### config.mk
export PLATFORM = sky130hd
export DESIGN_NAME = sd_block_reader
export DESIGN_NICKNAME = d
export VERILOG_FILES = /design/src/rtl/sd_block_reader.sv
export SDC_FILE = /design/constraint.sdc
export NUM_CORES = 1
export LEC_CHECK = 0
export CORE_MARGIN = 2
export CORE_UTILIZATION = 40
export CTS_CLUSTER_DIAMETER = 200
export DETAILED_ROUTE_END_ITERATION = 8
export GPL_ROUTABILITY_DRIVEN = 1
export PLACE_DENSITY_LB_ADDON = 0.12
export SYNTH_ARGS = -nofsm -noshare
export SYNTH_HDL_FRONTEND = slang
export SYNTH_SLANG_ARGS = --single-unit
export TNS_END_PERCENT = 20
### constraint.sdc
create_clock -name clk -period 7.3 [get_ports clk]
set_input_delay 1.095 -clock clk [delete_from_list [all_inputs] [get_ports clk]]
set_output_delay 1.095 -clock clk [all_outputs]
set_load 0.02 [all_outputs]
### src/rtl/sd_block_reader.sv
// Streams 512-byte SD sectors from a one-word-per-cycle helper into a small output FIFO.
// Optional define SD_BLOCK_READER_MULTI_BLOCK_EN adds req_blocks for contiguous multi-sector reads.
module sd_block_reader #(
  parameter int unsigned FIFO_DEPTH = 4
) (
  input  logic        clk,
  input  logic        reset,
  input  logic        req_valid,
  output logic        req_ready,
  input  logic [22:0] req_sector,
`ifdef SD_BLOCK_READER_MULTI_BLOCK_EN
  input  logic [7:0]  req_blocks,
`endif
  output logic        sd_setAddr,
  output logic [31:0] sd_addr,
  output logic        sd_ren,
  input  logic [31:0] sd_data,
  output logic        out_valid,
  input  logic        out_ready,
  output logic [31:0] out_data,
  output logic        out_last,
  output logic        busy
);

  localparam int unsigned AW = $clog2(FIFO_DEPTH);
  localparam logic [AW:0] DepthCnt = (AW+1)'(FIFO_DEPTH);

  typedef enum logic [1:0] {StIdle, StSetAddr, StRead, StDrain} state_e;

  state_e        state_q, state_d;
  logic [22:0]   sector_q, sector_d;
  logic [6:0]    word_q, word_d;
  logic [AW-1:0] wr_ptr_q, wr_ptr_d;
  logic [AW-1:0] rd_ptr_q, rd_ptr_d;
  logic [AW:0]   count_q, count_d;
  logic [32:0]   mem_q [FIFO_DEPTH];

  logic          push, pop, last_blk, last_word;
  logic [AW:0]   count_after_pop;

`ifdef SD_BLOCK_READER_MULTI_BLOCK_EN
  logic [7:0]    blk_q, blk_d;  // blocks still to read after the current one
  assign last_blk = (blk_q == 8'd0);
`else
  assign last_blk = 1'b1;
`endif

  assign out_valid       = (count_q != '0);
  assign pop             = out_valid & out_ready;
  assign count_after_pop = count_q - {{AW{1'b0}}, pop};
  assign last_word       = (word_q == 7'd127) && last_blk;

  assign req_ready  = (state_q == StIdle);
  assign busy       = (state_q != StIdle);
  assign sd_setAddr = (state_q == StSetAddr);
  assign sd_addr    = sd_setAddr ? {sector_q, 9'b0} : '0;
  // A pop in the same cycle frees the slot the new word lands in.
  assign sd_ren     = (state_q == StRead) && (count_after_pop < DepthCnt) && !reset;
  assign push       = sd_ren;
  assign out_data   = out_valid ? mem_q[rd_ptr_q][31:0] : '0;
  assign out_last   = out_valid & mem_q[rd_ptr_q][32];

  always_comb begin
    state_d  = state_q;
    sector_d = sector_q;
    word_d   = word_q;
    wr_ptr_d = wr_ptr_q;
    rd_ptr_d = rd_ptr_q;
`ifdef SD_BLOCK_READER_MULTI_BLOCK_EN
    blk_d    = blk_q;
`endif
    if (push) wr_ptr_d = wr_ptr_q + 1'b1;
    if (pop)  rd_ptr_d = rd_ptr_q + 1'b1;
    count_d = count_after_pop + {{AW{1'b0}}, push};

    unique case (state_q)
      StIdle: begin
        if (req_valid) begin
          state_d  = StSetAddr;
          sector_d = req_sector;
          word_d   = '0;
`ifdef SD_BLOCK_READER_MULTI_BLOCK_EN
          blk_d    = req_blocks - 8'd1;  // 0 wraps to 255, i.e. 256 blocks
`endif
        end
      end
      StSetAddr: state_d = StRead;
      StRead: begin
        if (sd_ren) begin
          word_d = word_q + 7'd1;
          if (word_q == 7'd127) begin
            if (last_blk) state_d = StDrain;
`ifdef SD_BLOCK_READER_MULTI_BLOCK_EN
            else blk_d = blk_q - 8'd1;
`endif
          end
        end
      end
      StDrain: begin
        if (count_d == '0) state_d = StIdle;
      end
      default: state_d = StIdle;
    endcase
  end

  always_ff @(posedge clk) begin
    if (reset) begin
      state_q  <= StIdle;
      sector_q <= '0;
      word_q   <= '0;
      wr_ptr_q <= '0;
      rd_ptr_q <= '0;
      count_q  <= '0;
`ifdef SD_BLOCK_READER_MULTI_BLOCK_EN
      blk_q    <= '0;
`endif
    end else begin
      state_q  <= state_d;
      sector_q <= sector_d;
      word_q   <= word_d;
      wr_ptr_q <= wr_ptr_d;
      rd_ptr_q <= rd_ptr_d;
      count_q  <= count_d;
`ifdef SD_BLOCK_READER_MULTI_BLOCK_EN
      blk_q    <= blk_d;
`endif
    end
  end

  // Storage needs no reset: occupancy is tracked by count_q alone.
  always_ff @(posedge clk) begin
    if (push) mem_q[wr_ptr_q] <= {last_word, sd_data};
  end

endmodule

==> summary by stage <==
CTS
TritonCTS built the clock tree. The post-CTS setup buffer count is 0. The number of buffers inserted by hold repair at cts is 0. The TritonCTS sink count is 173. The insertion delay of the later-clocked pin in the worst-skew pair is 0.42 ns. The clock-pin transition on the worst setup and hold timing paths is 0.06 ns.

CTS built an H-tree with a depth of 4. The buffer cell driving the clock tree root is clkbuf_16. TritonCTS created 17 clock buffers.

The longest clock path from root to sink contains 2 buffers. The count of instances resized after the clock tree is built is 0.

Placement
The placed cell area is 8360 um^2. The number of placed instances, taps included is 786. The final weighted congestion in routability-driven placement is 0.719. The wire-length estimate of the detail-placed layout is 8.14 mm. The quantity of I/O buffers inserted on ports is 119.

Timing
The hold violation total from the final report came to 0. The relative max-transition margin is 38.9%. The maximum achievable frequency is 215 MHz. The largest clock skew in the final design is 0.00694 ns.

The number of slew-limit violations in the final report is 0. The setup violation total in the final timing report is 0. Setup repair after global routing left no endpoint under its margin.

The actual slew at the worst max-slew pin is 0.916 ns. The part of the cycle the worst path needs is 63.6%. Counting I/O delays and the setup requirement, the final critical path takes 4.64 ns.

Setup total negative slack on the finished layout was measured at 0 ns.

Route
The initial detailed-routing violation count is 204. The final antenna-violating net count is 0. The detailed router placed 3,990 vias in this run. The detailed-routing iteration count for the pre-antenna-repair pass is 4. The routed wire length is 13.5 mm. In the routed design, unresolved DRC markers number 0. After detailed routing, the average wire length per cell comes to 16.5 um. Using the TritonRoute via totals, the vias-per-cell ratio works out to 4.88.

Yosys
The cell accounting for the most synthesized area is edfxtp_1. The primary flip-flop cell chosen by synthesis mapping is edfxtp_1. The share of flip-flops with an asynchronous set or reset after synthesis is 0%. The flip-flop and latch count after synthesis is 173. Summed over its instances, the top area cell type makes up 56.5% of the synthesized netlist area. The synthesized netlist devotes 10.6% of its cell area to simple gates. The synthesized netlist devotes 3.66% of its cell area to compound gates. The total standard cell area after synthesis is 7010 um^2. By area the synthesized netlist is led by edfxtp_1, dfxtp_1, mux4_2. By area, the combinational part of the netlist is dominated by multiplexers.

A synthesized cell averages 15.1 um^2. The number of warnings printed during yosys synthesis is 0. Summing the areas of all fa, ha and maj instances in the mapped netlist gives 2.32% of the synthesized area.

Sequential elements use 68.2% of the synthesized area. In the synthesized netlist, mux cells make up 11.0% of the area. Synthesis produced a netlist whose cell count is 465.

The number of enable flip-flop cells after synthesis is 132. Yosys mapped the design onto 32 distinct sky130hd cell types. The synthesized netlist devotes 0.856% of its cell area to XOR and XNOR gates.

Cells and area
Excluding fillers, the count of instances in the completed layout stands at 818. The proportion of layout cells with a drive suffix above 1 is 12.8%. The net total in the final layout is 652. The number of antenna cells inserted is 0.

The post-route standard cell area excluding fillers is 8970 um^2. The area growth from synthesis to layout is 27.9%. After filler insertion, the fill cell instance count of the layout stands at 1,436. The utilization after layout is 52.1%.

Power
Registers are responsible for 35.8% of the overall power. The maximum vdd ir drop is 0.230 mV. The power per cell area is 365 nW/um^2.

The net load switching power is 1.04 mW. The share of total power dissipated in combinational logic is 36.0%. The switching power share of the total is 31.7%.

The clock network is responsible for 28.2% of the overall power. Cell internal power was estimated by the tool at 2.24 mW. In this run the static leakage power is 2.98 nW.

Global route
The overall routing resource usage is 15.2%. Entering global routing, the biggest net connects 43 pins. The total congestion overflow is 0.

The initial antenna violation count is 0. The via count of the first global-routing pass is 4,095. The first global-routing pass estimated 21.0 mm of wire.

Setup path
For the worst setup path, the data required time is 6.20 ns. The worst setup path is launched from an input pin. In this run the worst path has a maximum fanout of 6.

For this run, the slowest stage of the critical path takes 0.74 ns. The cell with the biggest individual delay on the critical path is clkdlybuf4s50_1. Walking the worst path, the cells encountered are clkdlybuf4s50_1, and2_1, ha_1, ha_1, xor2_1, nor3_1, clkdlybuf4s50_1.

The kind of end point of the critical path is an output pin. The kind of critical path is in -> out. The arrival time of the worst setup path is 3.55 ns.

Floorplanning
For this design the top-level I/O count stands at 129. In this run the standard cell core region covers 17,200 um^2. The standard-cell row count is 48. The floorplan die height is 136 um. The floorplan step defined a die boundary enclosing 18,600 um^2. The die is 136 um wide.

The initial utilization of the core area, before any placement, comes to 40.7%.

Worst hold path
The path class of the tightest hold or removal check is reg -> reg.

Outcome
The run finished with clean final reports.

Job
Across the run, the number of max-cap violations was 0.
==> registers in the layout, summed over array words and instances, names as in the netlist, named ones only <==
| register | flops |
|---|---|
| state_q | 2 |
| mem_q | 132 |
| count_q | 3 |
| rd_ptr_q | 2 |
| sector_q | 23 |
| wr_ptr_q | 2 |
| word_q | 7 |
==> path summary, 6_finish.rpt <==
| check | from | to | slack, ns | cells past startpoint |
|---|---|---|---|---|
| min reg2reg | sector_q[18] | sector_q[18] | 0.45 | 2 |
| max reg2reg | count_q[2] | state_q[1] | 3.98 | 12 |
| max | out_ready | sd_ren | 2.66 | 7 |
| min | sector_q[18] | sector_q[18] | 0.45 | 2 |
==> power by group through the flow <==
stage	Clock [mW]	Combinational (mW)	Sequential, mW
finish	0.923	1.18	1.17
global route	0.982	1.29	1.18
CTS	0.945	1.21	1.18
detailed placement	0	1.20	1.20
global placement	0	1.20	1.19
floorplan	0	0.756	1.18
==> per-layer routing <==
metal	track usage [%]	share of wire [%]	vias up
li1	-	-	1909
met1	18.5	44	1953
met2	25.5	49	113
met3	4.66	5.6	15
met4	5.56	1.4	0
met5	0	0	-
==> per-stage QoR <==
| stage | setup WS (ns) | power, mW | hold WS, ns |
|---|---|---|---|
| 3_3_place_gp | 2.67 | 2.39 | 0.439 |
| 6_report | 2.66 | 3.28 | 0.452 |
| 4_1_cts | 2.64 | 3.33 | 0.453 |
| 5_1_grt | 2.41 | 3.45 | 0.476 |
| 3_5_place_dp | 2.67 | 2.40 | 0.444 |
| 2_1_floorplan | 3.45 | 1.93 | 0.432 |
==> kinds of logic after synthesis <==
logic type,Yosys count
muxes,36
buffers and inverters,46
and+or+nand+nor,146
other,1
AOI/OAI and AO/OA,44
xor gates and xnor gates,6
adders and majority gates,13
DFF,173
==> Yosys cell counts, types with 7 or more instances <==
cell	instances
buf_2	7
inv_1	12
nand2_1	56
mux4_2	33
ha_1	13
buf_4	13
clkbuf_1	13
a21oi_1	30
nor2_1	10
dfxtp_1	41
edfxtp_1	132
and2_1	62
==> cell usage in the layout (no fill, tap or decap), types with 3 or more instances in the layout <==
cell type	n
nand2_1	56
xnor2_1	3
clkinv_4	3
bufinv_16	3
nand2b_1	3
inv_6	6
nor2_1	10
inv_1	12
and2_1	58
dfxtp_1	39
mux4_2	33
a311oi_1	5
edfxtp_1	132
o21ai_0	6
clkdlybuf4s50_1	119
clkbuf_16	17
ha_1	13
buf_4	3
and2_2	4
conb_1	9
a21oi_1	30
nand3_1	6
==> worst max-delay path: cells and delay by family <==
family / cells / cell delay [ns]
fa+ha+maj: 2 / 0.42
simple gates: 2 / 0.66
buf+inv: 2 / 1.15
xor+xnor: 1 / 0.22
==> area by class of cell <==
cell class	instances	area (um^2)	share of cell area, %
repair buffers	122	1210	13.5
clock inverters	14	181	2.02
well taps	225	282	3.14
clock buffers	18	429	4.78
inverters	12	45.0	0.502
multi-input cells	254	2030	22.7
flip-flops and latches	173	4790	53.4
(Power assumes the default switching activity.)
